==> src/rtl/verify_checksum_if.sv <==
// Byte-stream input and checksum result bundle for verify_checksum.
// The source drives data/valid/start; the checker returns the registered verdict.
interface verify_checksum_if;
  logic [7:0] data_i;
  logic       valid_i;
  logic       start_i;
  logic       done_o;
  logic       ok_o;
  logic       fmt_err_o;
  logic [7:0] computed_o;
  logic [7:0] received_o;
  logic       busy_o;

  modport master (
    output data_i, valid_i, start_i,
    input  done_o, ok_o, fmt_err_o, computed_o, received_o, busy_o
  );

  modport slave (
    input  data_i, valid_i, start_i,
    output done_o, ok_o, fmt_err_o, computed_o, received_o, busy_o
  );
endinterface

==> src/rtl/verify_checksum.sv <==
// Receive-side FIX checksum verifier: sums body bytes mod 256 up to the SOH before "10=",
// parses the three-digit trailer and its closing SOH, and pulses done with the verdict.
module verify_checksum #(
  parameter logic [7:0] SOH_CHAR = 8'h01
) (
  input  logic             clk,
  input  logic             rst,
  verify_checksum_if.slave bus
);

  typedef enum logic [3:0] {
    IDLE, BODY, SOH_SEEN, TAG1, TAG10, DIG0, DIG1, DIG2, TERM, REPORT
  } state_t;

  state_t     state;
  logic [7:0] sum;
  logic [7:0] snap;
  logic [9:0] acc;

  logic [7:0] din;
  logic       is_soh;
  logic       is_digit;
  logic [7:0] dval;
  logic [7:0] sum_next;
  logic [9:0] acc_next;
  logic       enter_report;
  logic       rep_err;
  logic       rep_bad;

  function automatic logic is_dec(input logic [7:0] b);
    return (b >= 8'h30) && (b <= 8'h39);
  endfunction

  assign din      = bus.data_i;
  assign is_soh   = (din == SOH_CHAR);
  assign is_digit = is_dec(din);
  assign dval     = din - 8'h30;
  assign sum_next = sum + din;
  assign acc_next = (acc * 10'd10) + {2'd0, dval};

  // Trailer termination is decided combinationally so the verdict registers on the same edge.
  always_comb begin
    enter_report = 1'b0;
    rep_err      = 1'b0;
    if (bus.valid_i && !bus.start_i) begin
      case (state)
        DIG0, DIG1, DIG2: begin
          if (!is_digit) begin
            enter_report = 1'b1;
            rep_err      = 1'b1;
          end
        end
        TERM: begin
          enter_report = 1'b1;
          rep_err      = !is_soh;
        end
        default: ;
      endcase
    end
  end

  assign rep_bad    = rep_err || (acc > 10'd255);
  assign bus.busy_o = (state != IDLE);

  always_ff @(posedge clk or negedge rst) begin
    if (!rst) begin
      state          <= IDLE;
      sum            <= 8'd0;
      snap           <= 8'd0;
      acc            <= 10'd0;
      bus.done_o     <= 1'b0;
      bus.ok_o       <= 1'b0;
      bus.fmt_err_o  <= 1'b0;
      bus.computed_o <= 8'd0;
      bus.received_o <= 8'd0;
    end else begin
      bus.done_o <= 1'b0;
      if (state == REPORT) state <= IDLE;

      if (bus.valid_i) begin
        if (bus.start_i) begin
          sum <= din;
          acc <= 10'd0;
          if (is_soh) begin
            snap  <= din;
            state <= SOH_SEEN;
          end else begin
            state <= BODY;
          end
        end else begin
          case (state)
            BODY, SOH_SEEN, TAG1, TAG10: begin
              sum <= sum_next;
              if (is_soh) begin
                snap  <= sum_next;
                state <= SOH_SEEN;
              end else if (state == SOH_SEEN && din == 8'h31) begin
                state <= TAG1;
              end else if (state == TAG1 && din == 8'h30) begin
                state <= TAG10;
              end else if (state == TAG10 && din == 8'h3D) begin
                acc   <= 10'd0;
                state <= DIG0;
              end else begin
                state <= BODY;
              end
            end
            DIG0, DIG1, DIG2: begin
              if (is_digit) begin
                acc <= acc_next;
                case (state)
                  DIG0:    state <= DIG1;
                  DIG1:    state <= DIG2;
                  default: state <= TERM;
                endcase
              end else begin
                state <= REPORT;
              end
            end
            TERM:    state <= REPORT;
            default: ;
          endcase
        end
      end

      if (enter_report) begin
        bus.done_o     <= 1'b1;
        bus.computed_o <= snap;
        bus.received_o <= acc[7:0];
        bus.fmt_err_o  <= rep_bad;
        bus.ok_o       <= !rep_bad && (acc[7:0] == snap);
      end
    end
  end

endmodule

==> src/flat_wrapper.sv <==
// flat-port wrapper written by rule: the top's interface ports become plain ports
module verify_checksum_flat 
#(
  parameter logic [7:0] SOH_CHAR = 8'h01
)
  (clk, rst, bus_data_i, bus_valid_i, bus_start_i, bus_done_o, bus_ok_o, bus_fmt_err_o, bus_computed_o, bus_received_o, bus_busy_o);
  verify_checksum_if bus_i ();
  input  logic clk;
  input  logic rst;
  input wire logic [$bits(bus_i.data_i)-1:0] bus_data_i;
  input wire logic [$bits(bus_i.valid_i)-1:0] bus_valid_i;
  input wire logic [$bits(bus_i.start_i)-1:0] bus_start_i;
  output wire logic [$bits(bus_i.done_o)-1:0] bus_done_o;
  output wire logic [$bits(bus_i.ok_o)-1:0] bus_ok_o;
  output wire logic [$bits(bus_i.fmt_err_o)-1:0] bus_fmt_err_o;
  output wire logic [$bits(bus_i.computed_o)-1:0] bus_computed_o;
  output wire logic [$bits(bus_i.received_o)-1:0] bus_received_o;
  output wire logic [$bits(bus_i.busy_o)-1:0] bus_busy_o;
  assign bus_i.data_i = bus_data_i;
  assign bus_i.valid_i = bus_valid_i;
  assign bus_i.start_i = bus_start_i;
  assign bus_done_o = bus_i.done_o;
  assign bus_ok_o = bus_i.ok_o;
  assign bus_fmt_err_o = bus_i.fmt_err_o;
  assign bus_computed_o = bus_i.computed_o;
  assign bus_received_o = bus_i.received_o;
  assign bus_busy_o = bus_i.busy_o;
  verify_checksum #(.SOH_CHAR(SOH_CHAR)) u_core (.clk(clk), .rst(rst), .bus(bus_i));
endmodule
==> config.mk <==
export PLATFORM = sky130hd
export DESIGN_NAME = verify_checksum_flat
export DESIGN_NICKNAME = d
export VERILOG_FILES = /design/src/rtl/verify_checksum_if.sv /design/src/rtl/verify_checksum.sv /design/src/flat_wrapper.sv
export SDC_FILE = /design/constraint.sdc
export NUM_CORES = 1
export LEC_CHECK = 0
export CAP_MARGIN = 25
export CELL_PAD_IN_SITES_DETAIL_PLACEMENT = 1
export CELL_PAD_IN_SITES_GLOBAL_PLACEMENT = 2
export CORE_ASPECT_RATIO = 1.25
export CORE_MARGIN = 2
export CORE_UTILIZATION = 40
export CTS_CLUSTER_SIZE = 10
export DETAILED_ROUTE_END_ITERATION = 8
export GPL_TIMING_DRIVEN = 0
export PLACE_DENSITY = 0.83
export SYNTH_ARGS = -nofsm -noshare
export SYNTH_HDL_FRONTEND = slang
export SYNTH_SLANG_ARGS = --single-unit
==> constraint.sdc <==
create_clock -name clk -period 5.2 [get_ports clk]
set_clock_uncertainty 0.2 [all_clocks]
set_input_delay 1.04 -clock clk [delete_from_list [all_inputs] [get_ports clk]]
set_output_delay 1.04 -clock clk [all_outputs]
set_load 0.005 [all_outputs]
==> flow_metrics.tcl, run 1 <==
set metrics [dict create \
    clkTransAtPathRegs_ns 0.10 \
    pre_cts_ws_ns 1.31 \
    fin_tns_setup_ns 0 \
    vias 2610 \
    cts.sinks 49 \
    coreArea_um2 8100 \
    synth_top_area_share 0.372 \
    antenna_found_initial 0 \
    die_w_um 85.2 \
    tritoncts "done" \
    arrival_ns 3.54 \
    rows 37 \
    globalRouteTotalUtil 0.198 \
    wl_met1_mm 3.89 \
    leakage_nw 1.80 \
    die-area_um2 8980 \
    min_period_ns 3.54 \
    synthToLayoutAreaGrowth_pct 16.0 \
    yosys.cell_types.count 59 \
    rsz0062_at_grt "false" \
    syn_area_um2 3290 \
    fin_crit_sh 0.680 \
    hold_viol 0 \
    ir_drop_mv 0.169 \
    route.met3.wl_um 157 \
    fin_ws_ns 1.66 \
    htreeDepth 2 \
    synth-seq-cells 49 \
    nFillCells 913 \
    synth_nets 377 \
    synth_edf_count 0 \
    dp_hpwl_mm 6.53 \
    top_layer_used "met4" \
    cts_buffer_depth 2 \
    drv_slew 0 \
    synth_top_area_cell "dfrtp_1" \
    numCtsBuffers 5 \
    stdcell_area_um2 3820 \
    worstSetupPathType "in2reg" \
    start_util 0.407 \
    layout.nets 415 \
    clockRootBuffer "clkbuf_8" \
    ys_warn_count 0 \
    drt-vias-per-instance 5.54 \
    hp-class "reg2reg" \
    async_flop_share 1.00 \
    cts_repair_resize_count 0 \
    die_y_um 105 \
    drive_above_1_share 0.128 \
    maxSlewHeadroom 0.486 \
    ys.flop_type "dfrtp_1" \
    ios 32 \
    status "completed" \
    cp.required_ns 5.20 \
    routed_wl_mm 8.42 \
    port_buffers 30 \
    routedWlPerCell_um 17.9 \
    cts_hold_buf 0 \
    cp_max_fo 6 \
    ys_seq_area_frac 0.372 \
    wl_met2_mm 4.25 \
    power_density_nw_per_um2 242 \
    avgSynthCellArea_um2 9.83 \
    synth_top_cells_by_area "dfrtp_1 (37%), ha_1 (10%), mux2_2 (6.5%)" \
    ant_nets 0 \
    grt_pass1_wl_mm 13.9 \
    first_pass_iters 4 \
    overflow 0 \
    diodes 0 \
    gp_congestion 0.795 \
    netlist_instances 335 \
    finalSetupViolCount 0 \
    place_area_um2 3730 \
    grt_pass1_vias 2662 \
    cp-start-kind "input pin" \
    timing.fmax_mhz 283 \
    cp-end-kind "flop" \
    clock_latency_ns 0.31 \
    worst_pin_slew_ns 0.766 \
    drc 0 \
    post_cts_buffers 0 \
    maxCapViolCount 0 \
    first_iter_violations 76 \
    grt_max_degree 31 \
]
==> through the flow <==
stage                      util  power [mW]  hold WS, ns  std cells
after floorplan               -       0.614        0.254        335
after CTS                 0.472       0.935        0.305        471
after detailed placement  0.461       0.695        0.281        463
final                     0.472       0.924        0.297        471
after global placement    0.459       0.682        0.266        462
after global routing      0.472       0.984        0.322        471
==> cell type report <==
cell class	count	area, µm²	area share
multi-input cells	257	1930	0.506
flip-flops and latches	49	1230	0.321
repair buffers	31	315	0.0825
well taps	97	121	0.0318
plain buffers	12	70.1	0.0183
clock buffers	5	68.8	0.0180
inverters	17	63.8	0.0167
clock inverters	3	21.3	0.00557
==> state kept, by name, indices dropped and copies added (netlist names) <==
name                   flops
u_core.acc                10
u_core.bus.computed_o      8
u_core.bus.received_o      8
u_core.snap                8
u_core.sum                 8
u_core.state               4
u_core.bus.done_o          1
u_core.bus.fmt_err_o       1
u_core.bus.ok_o            1
==> final timing paths <==
| kind | start | to | slack [ns] | depth (start not counted) |
|---|---|---|---|---|
| worst min register to register | u_core.bus.received_o[1]$_DFFE_PN0P_ | u_core.bus.received_o[1]$_DFFE_PN0P_ | 0.30 | 2 |
| max in group asynchronous | rst | u_core.acc[1]$_DFFE_PN0P_ | 3.80 | 2 |
| worst min-delay path | u_core.bus.received_o[1]$_DFFE_PN0P_ | u_core.bus.received_o[1]$_DFFE_PN0P_ | 0.30 | 2 |
| worst max register to register | u_core.acc[1]$_DFFE_PN0P_ | u_core.acc[9]$_DFFE_PN0P_ | 1.97 | 10 |
| worst max-delay path | bus_data_i[1] | u_core.acc[9]$_DFFE_PN0P_ | 1.66 | 10 |
| min in group asynchronous | rst | u_core.bus.received_o[3]$_DFFE_PN0P_ | 0.47 | 1 |
==> where the power goes <==
group          switching, mW  internal, mW  total [mW]  leakage [nW]
Sequential            0.0222         0.408       0.431         0.660
Clock                  0.144        0.0959       0.240        0.0445
Combinational          0.143         0.110       0.254          1.10
Total                  0.310         0.614       0.924          1.80
==> layout by cell type, fill, tap and decap left out, types with 8 or more instances in the layout <==
master / synthesis / routed
nor2b_1: 8 / 8
dfrtp_1: 49 / 49
ha_1: 27 / 27
nor2_1: 17 / 17
nand2_1: 30 / 30
mux2_2: 19 / 19
o21ai_0: 21 / 21
inv_1: 16 / 16
clkdlybuf4s50_1: 0 / 29
xnor2_1: 10 / 10
a21oi_1: 18 / 18
xor2_1: 14 / 14
==> synthesized netlist by cell type (all sizes together) (2+ instances only) <==
library cell  instances
nand2                30
and2                  3
a22o                  4
a21o                  3
nand3                 6
mux2i                 3
fa                    3
buf                   8
nor3                  8
nor2                 17
xnor2                10
nor2b                 8
o31ai                 4
a21boi                3
o211ai                2
inv                  17
ha                   27
nand2b                6
nand3b                2
nand4                 2
o21bai                3
or2                   2
clkbuf                4
mux2                 22
a211oi                4
nor4                  3
dfrtp                49
o21a                  3
o21ai                28
a31oi                 2
a21oi                18
xor2                 14
==> cells by family after synthesis <==
logic type | after synthesis | synth area share
buffers and inverters | 29 | 0.0406
AOI/OAI and AO/OA | 84 | 0.167
DFF | 49 | 0.372
muxes | 25 | 0.0843
adders and majority gates | 30 | 0.121
xor gates and xnor gates | 24 | 0.0638
and+or+nand+nor | 94 | 0.151
==> layer usage <==
layer	vias up	global-route usage
met3	11	0.0188
met1	1295	0.261
met2	33	0.343
met4	0	0.0556
met5	-	0
li1	1271	-
==> critical path, stage by stage <==
cell and delay, ns:
clkdlybuf4s50_1 0.64, ha_1 0.23, inv_1 0.06, fa_1 0.40, nor2b_1 0.19, o31ai_1 0.16
a2111oi_2 0.40, xnor2_1 0.14, xnor2_1 0.20, o21ai_1 0.08
Note: power is estimated with default switching activity, not from simulation.
==> inputs of run 2 (changes only) <==
--- a/config.mk
+++ b/config.mk
@@ -10,11 +10,11 @@
 export CELL_PAD_IN_SITES_GLOBAL_PLACEMENT = 2
 export CORE_ASPECT_RATIO = 1.25
 export CORE_MARGIN = 2
-export CORE_UTILIZATION = 40
+export CORE_UTILIZATION = 37
 export CTS_CLUSTER_SIZE = 10
 export DETAILED_ROUTE_END_ITERATION = 8
 export GPL_TIMING_DRIVEN = 0
-export PLACE_DENSITY = 0.83
+export PLACE_DENSITY = 0.77
 export SYNTH_ARGS = -nofsm -noshare
 export SYNTH_HDL_FRONTEND = slang
 export SYNTH_SLANG_ARGS = --single-unit
==> constraint.sdc (replaced) <==
create_clock -name clk -period 3.6 [get_ports clk]
set_clock_uncertainty 0.2 [all_clocks]
set_input_delay 0.72 -clock clk [delete_from_list [all_inputs] [get_ports clk]]
set_output_delay 0.72 -clock clk [all_outputs]
set_load 0.005 [all_outputs]
==> run 2 against run 1 <==
- count of clock-buffer cells in the layout did not move
- sequential power rose by 45%
- critical path depth did not move
- highest routed layer unchanged
- wire length rose by 0.19%
- die area rose by 7.8%
- sequential share of layout area fell by 0.28 points
- first-iteration DRC count fell by 24%
- register-to-register slack got worse by 1.5 ns
- critical endpoint is now u_core.snap[6]$_DFFE_PN0P_
- total power rose by 46%
- final area rose by 0.88%
- clock power rose by 51%
- worst setup slack got worse by 1.3 ns
==> flow_metrics.tcl, run 2 (same netlist as run 1, synthesis figures left out) <==
set metrics [dict create \
    routedWlPerCell_um 17.1 \
    die-area_um2 9680 \
    final_cell_mix "dfrtp_1 (49), nand2_1 (30), clkdlybuf4s50_1 (29)" \
    first_pass_iters 4 \
    rows 38 \
    power_frac_seq 0.460 \
    port_buffers 30 \
    arrival_ns 3.24 \
    maxCapViolCount 0 \
    p_sw_frac 0.342 \
    clockRootBuffer "clkbuf_8" \
    diodes 0 \
    largest_reg_flops 10 \
    r2r_setup_slack_ns 0.48 \
    antenna_found_initial 0 \
    clkTransAtPathRegs_ns 0.10 \
    leakage_nw 1.80 \
    p_sw_uw 463 \
    overflow 0 \
    cts_buffer_depth 2 \
    min_period_ns 3.19 \
    coreArea_um2 8650 \
    grt_pass1_vias 2784 \
    ios 32 \
    cts_hold_buf 0 \
    place_area_um2 3760 \
    htreeDepth 2 \
    drc 0 \
    cp_max_fo 7 \
    regMostFlops "u_core.acc" \
    r2r-end "u_core.acc[9]$_DFFE_PN0P_" \
    cp.required_ns 3.65 \
    die_y_um 110 \
    die_w_um 88.4 \
    finalSetupViolCount 0 \
    cts_repair_resize_count 0 \
    synthToLayoutAreaGrowth_pct 17.0 \
    clock_latency_ns 0.32 \
    ir_drop_mv 0.224 \
    comb_power_share 0.271 \
    grt_max_degree 40 \
    first_iter_violations 58 \
    dp_hpwl_mm 6.69 \
    power_density_nw_per_um2 351 \
    worst_pin_slew_ns 0.839 \
    cp-start-kind "input pin" \
    hp-class "in2async" \
    fin_crit_sh 0.887 \
    post_cts_buffers 0 \
    total_power_mw 1.35 \
    rr_startpoint "u_core.acc[2]$_DFFE_PN0P_" \
    drive_above_1_share 0.128 \
    routed_wl_mm 8.44 \
    final_common_cell "dfrtp_1" \
    drv_slew 0 \
    gp_congestion 0.795 \
    nFillCells 1019 \
    stdcell_area_um2 3850 \
    worstSetupPathType "in2reg" \
    grt_pass1_wl_mm 14.2 \
    start_util 0.381 \
    fin_tns_setup_ns 0 \
    cp-end-kind "flop" \
    rr_worst_depth 12 \
    ant_nets 0 \
    drt-vias-per-instance 5.22 \
    timing.fmax_mhz 313 \
    globalRouteTotalUtil 0.193 \
    vias 2581 \
    power_frac_clock 0.268 \
    status "completed" \
    numCtsBuffers 5 \
    cts.sinks 49 \
    rsz0062_at_grt "false" \
    maxSlewHeadroom 0.435 \
    hold_viol 0 \
    p_int_uw 891 \
    layout.nets 415 \
    tritoncts "done" \
]
-- run 2: per-stage QoR --
stage	worst slack (ns)	util	cells	hold WS, ns
detailed placement	0.0645	0.435	486	0.276
finish	0.405	0.445	494	0.0732
CTS	0.422	0.445	494	0.0799
global route	0.193	0.445	494	0.0791
global placement	0.0291	0.433	485	0.266
floorplan	0.731	-	335	0.224
-- run 2: worst max-delay path by stage --
stage                                          from                          to  slack, ns  cells after the start
after floorplan           u_core.acc[1]$_DFFE_PN0P_   u_core.acc[9]$_DFFE_PN0P_       0.73                     10
after global placement                          rst   u_core.sum[6]$_DFFE_PN0P_       0.03                      1
after detailed placement              bus_data_i[0]   u_core.sum[6]$_DFFE_PN0P_       0.06                     10
after CTS                             bus_data_i[0]   u_core.sum[6]$_DFFE_PN0P_       0.42                     10
after global routing                  bus_data_i[0]  u_core.snap[6]$_DFFE_PN0P_       0.19                     10
final                                 bus_data_i[0]  u_core.snap[6]$_DFFE_PN0P_       0.41                     10
-- run 2: final cells by class --
class	count	area, µm²	area share
Multi-Input combinational cell	257	1930	0.502
Sequential cell	49	1230	0.318
Timing Repair Buffer	31	315	0.0818
Tap cell	120	150	0.0389
Buffer	12	70.1	0.0182
Clock buffer	5	68.8	0.0179
Inverter	17	63.8	0.0166
Clock inverter	3	26.3	0.00682
-- run 2: worst max-delay path, cell delays in order --
cell and delay, ns:
clkdlybuf4s50_1 0.62, ha_1 0.23, inv_1 0.06, fa_1 0.37
nor2b_1 0.16, o21ai_0 0.12, a21boi_0 0.40, mux2i_1 0.32
nor2_1 0.11, o21ai_1 0.13
-- run 2: power groups by stage --
stage,clock (mW),combinational (mW),sequential (mW)
6_report,0.363,0.367,0.623
5_1_grt,0.395,0.422,0.630
4_1_cts,0.378,0.373,0.623
3_5_place_dp,0,0.371,0.633
3_3_place_gp,0,0.353,0.631
2_1_floorplan,0,0.262,0.624
-- run 2: routing by layer --
| layer | global-route usage | wire (µm) | vias to the layer above |
|---|---|---|---|
| li1 | - | - | 1270 |
| met2 | 0.344 | 4330 | 34 |
| met3 | 0.0255 | 199 | 7 |
| met1 | 0.241 | 3780 | 1270 |
| met5 | 0 | 0 | - |
| met4 | 0.0574 | 131 | 0 |
==> inputs of run 3 (changes only) <==
--- a/config.mk
+++ b/config.mk
@@ -5,7 +5,6 @@
 export SDC_FILE = /design/constraint.sdc
 export NUM_CORES = 1
 export LEC_CHECK = 0
-export CAP_MARGIN = 25
 export CELL_PAD_IN_SITES_DETAIL_PLACEMENT = 1
 export CELL_PAD_IN_SITES_GLOBAL_PLACEMENT = 2
 export CORE_ASPECT_RATIO = 1.25
==> results of run 3 <==
No change in the layout: final DEF, timing and power equal those of run 2.
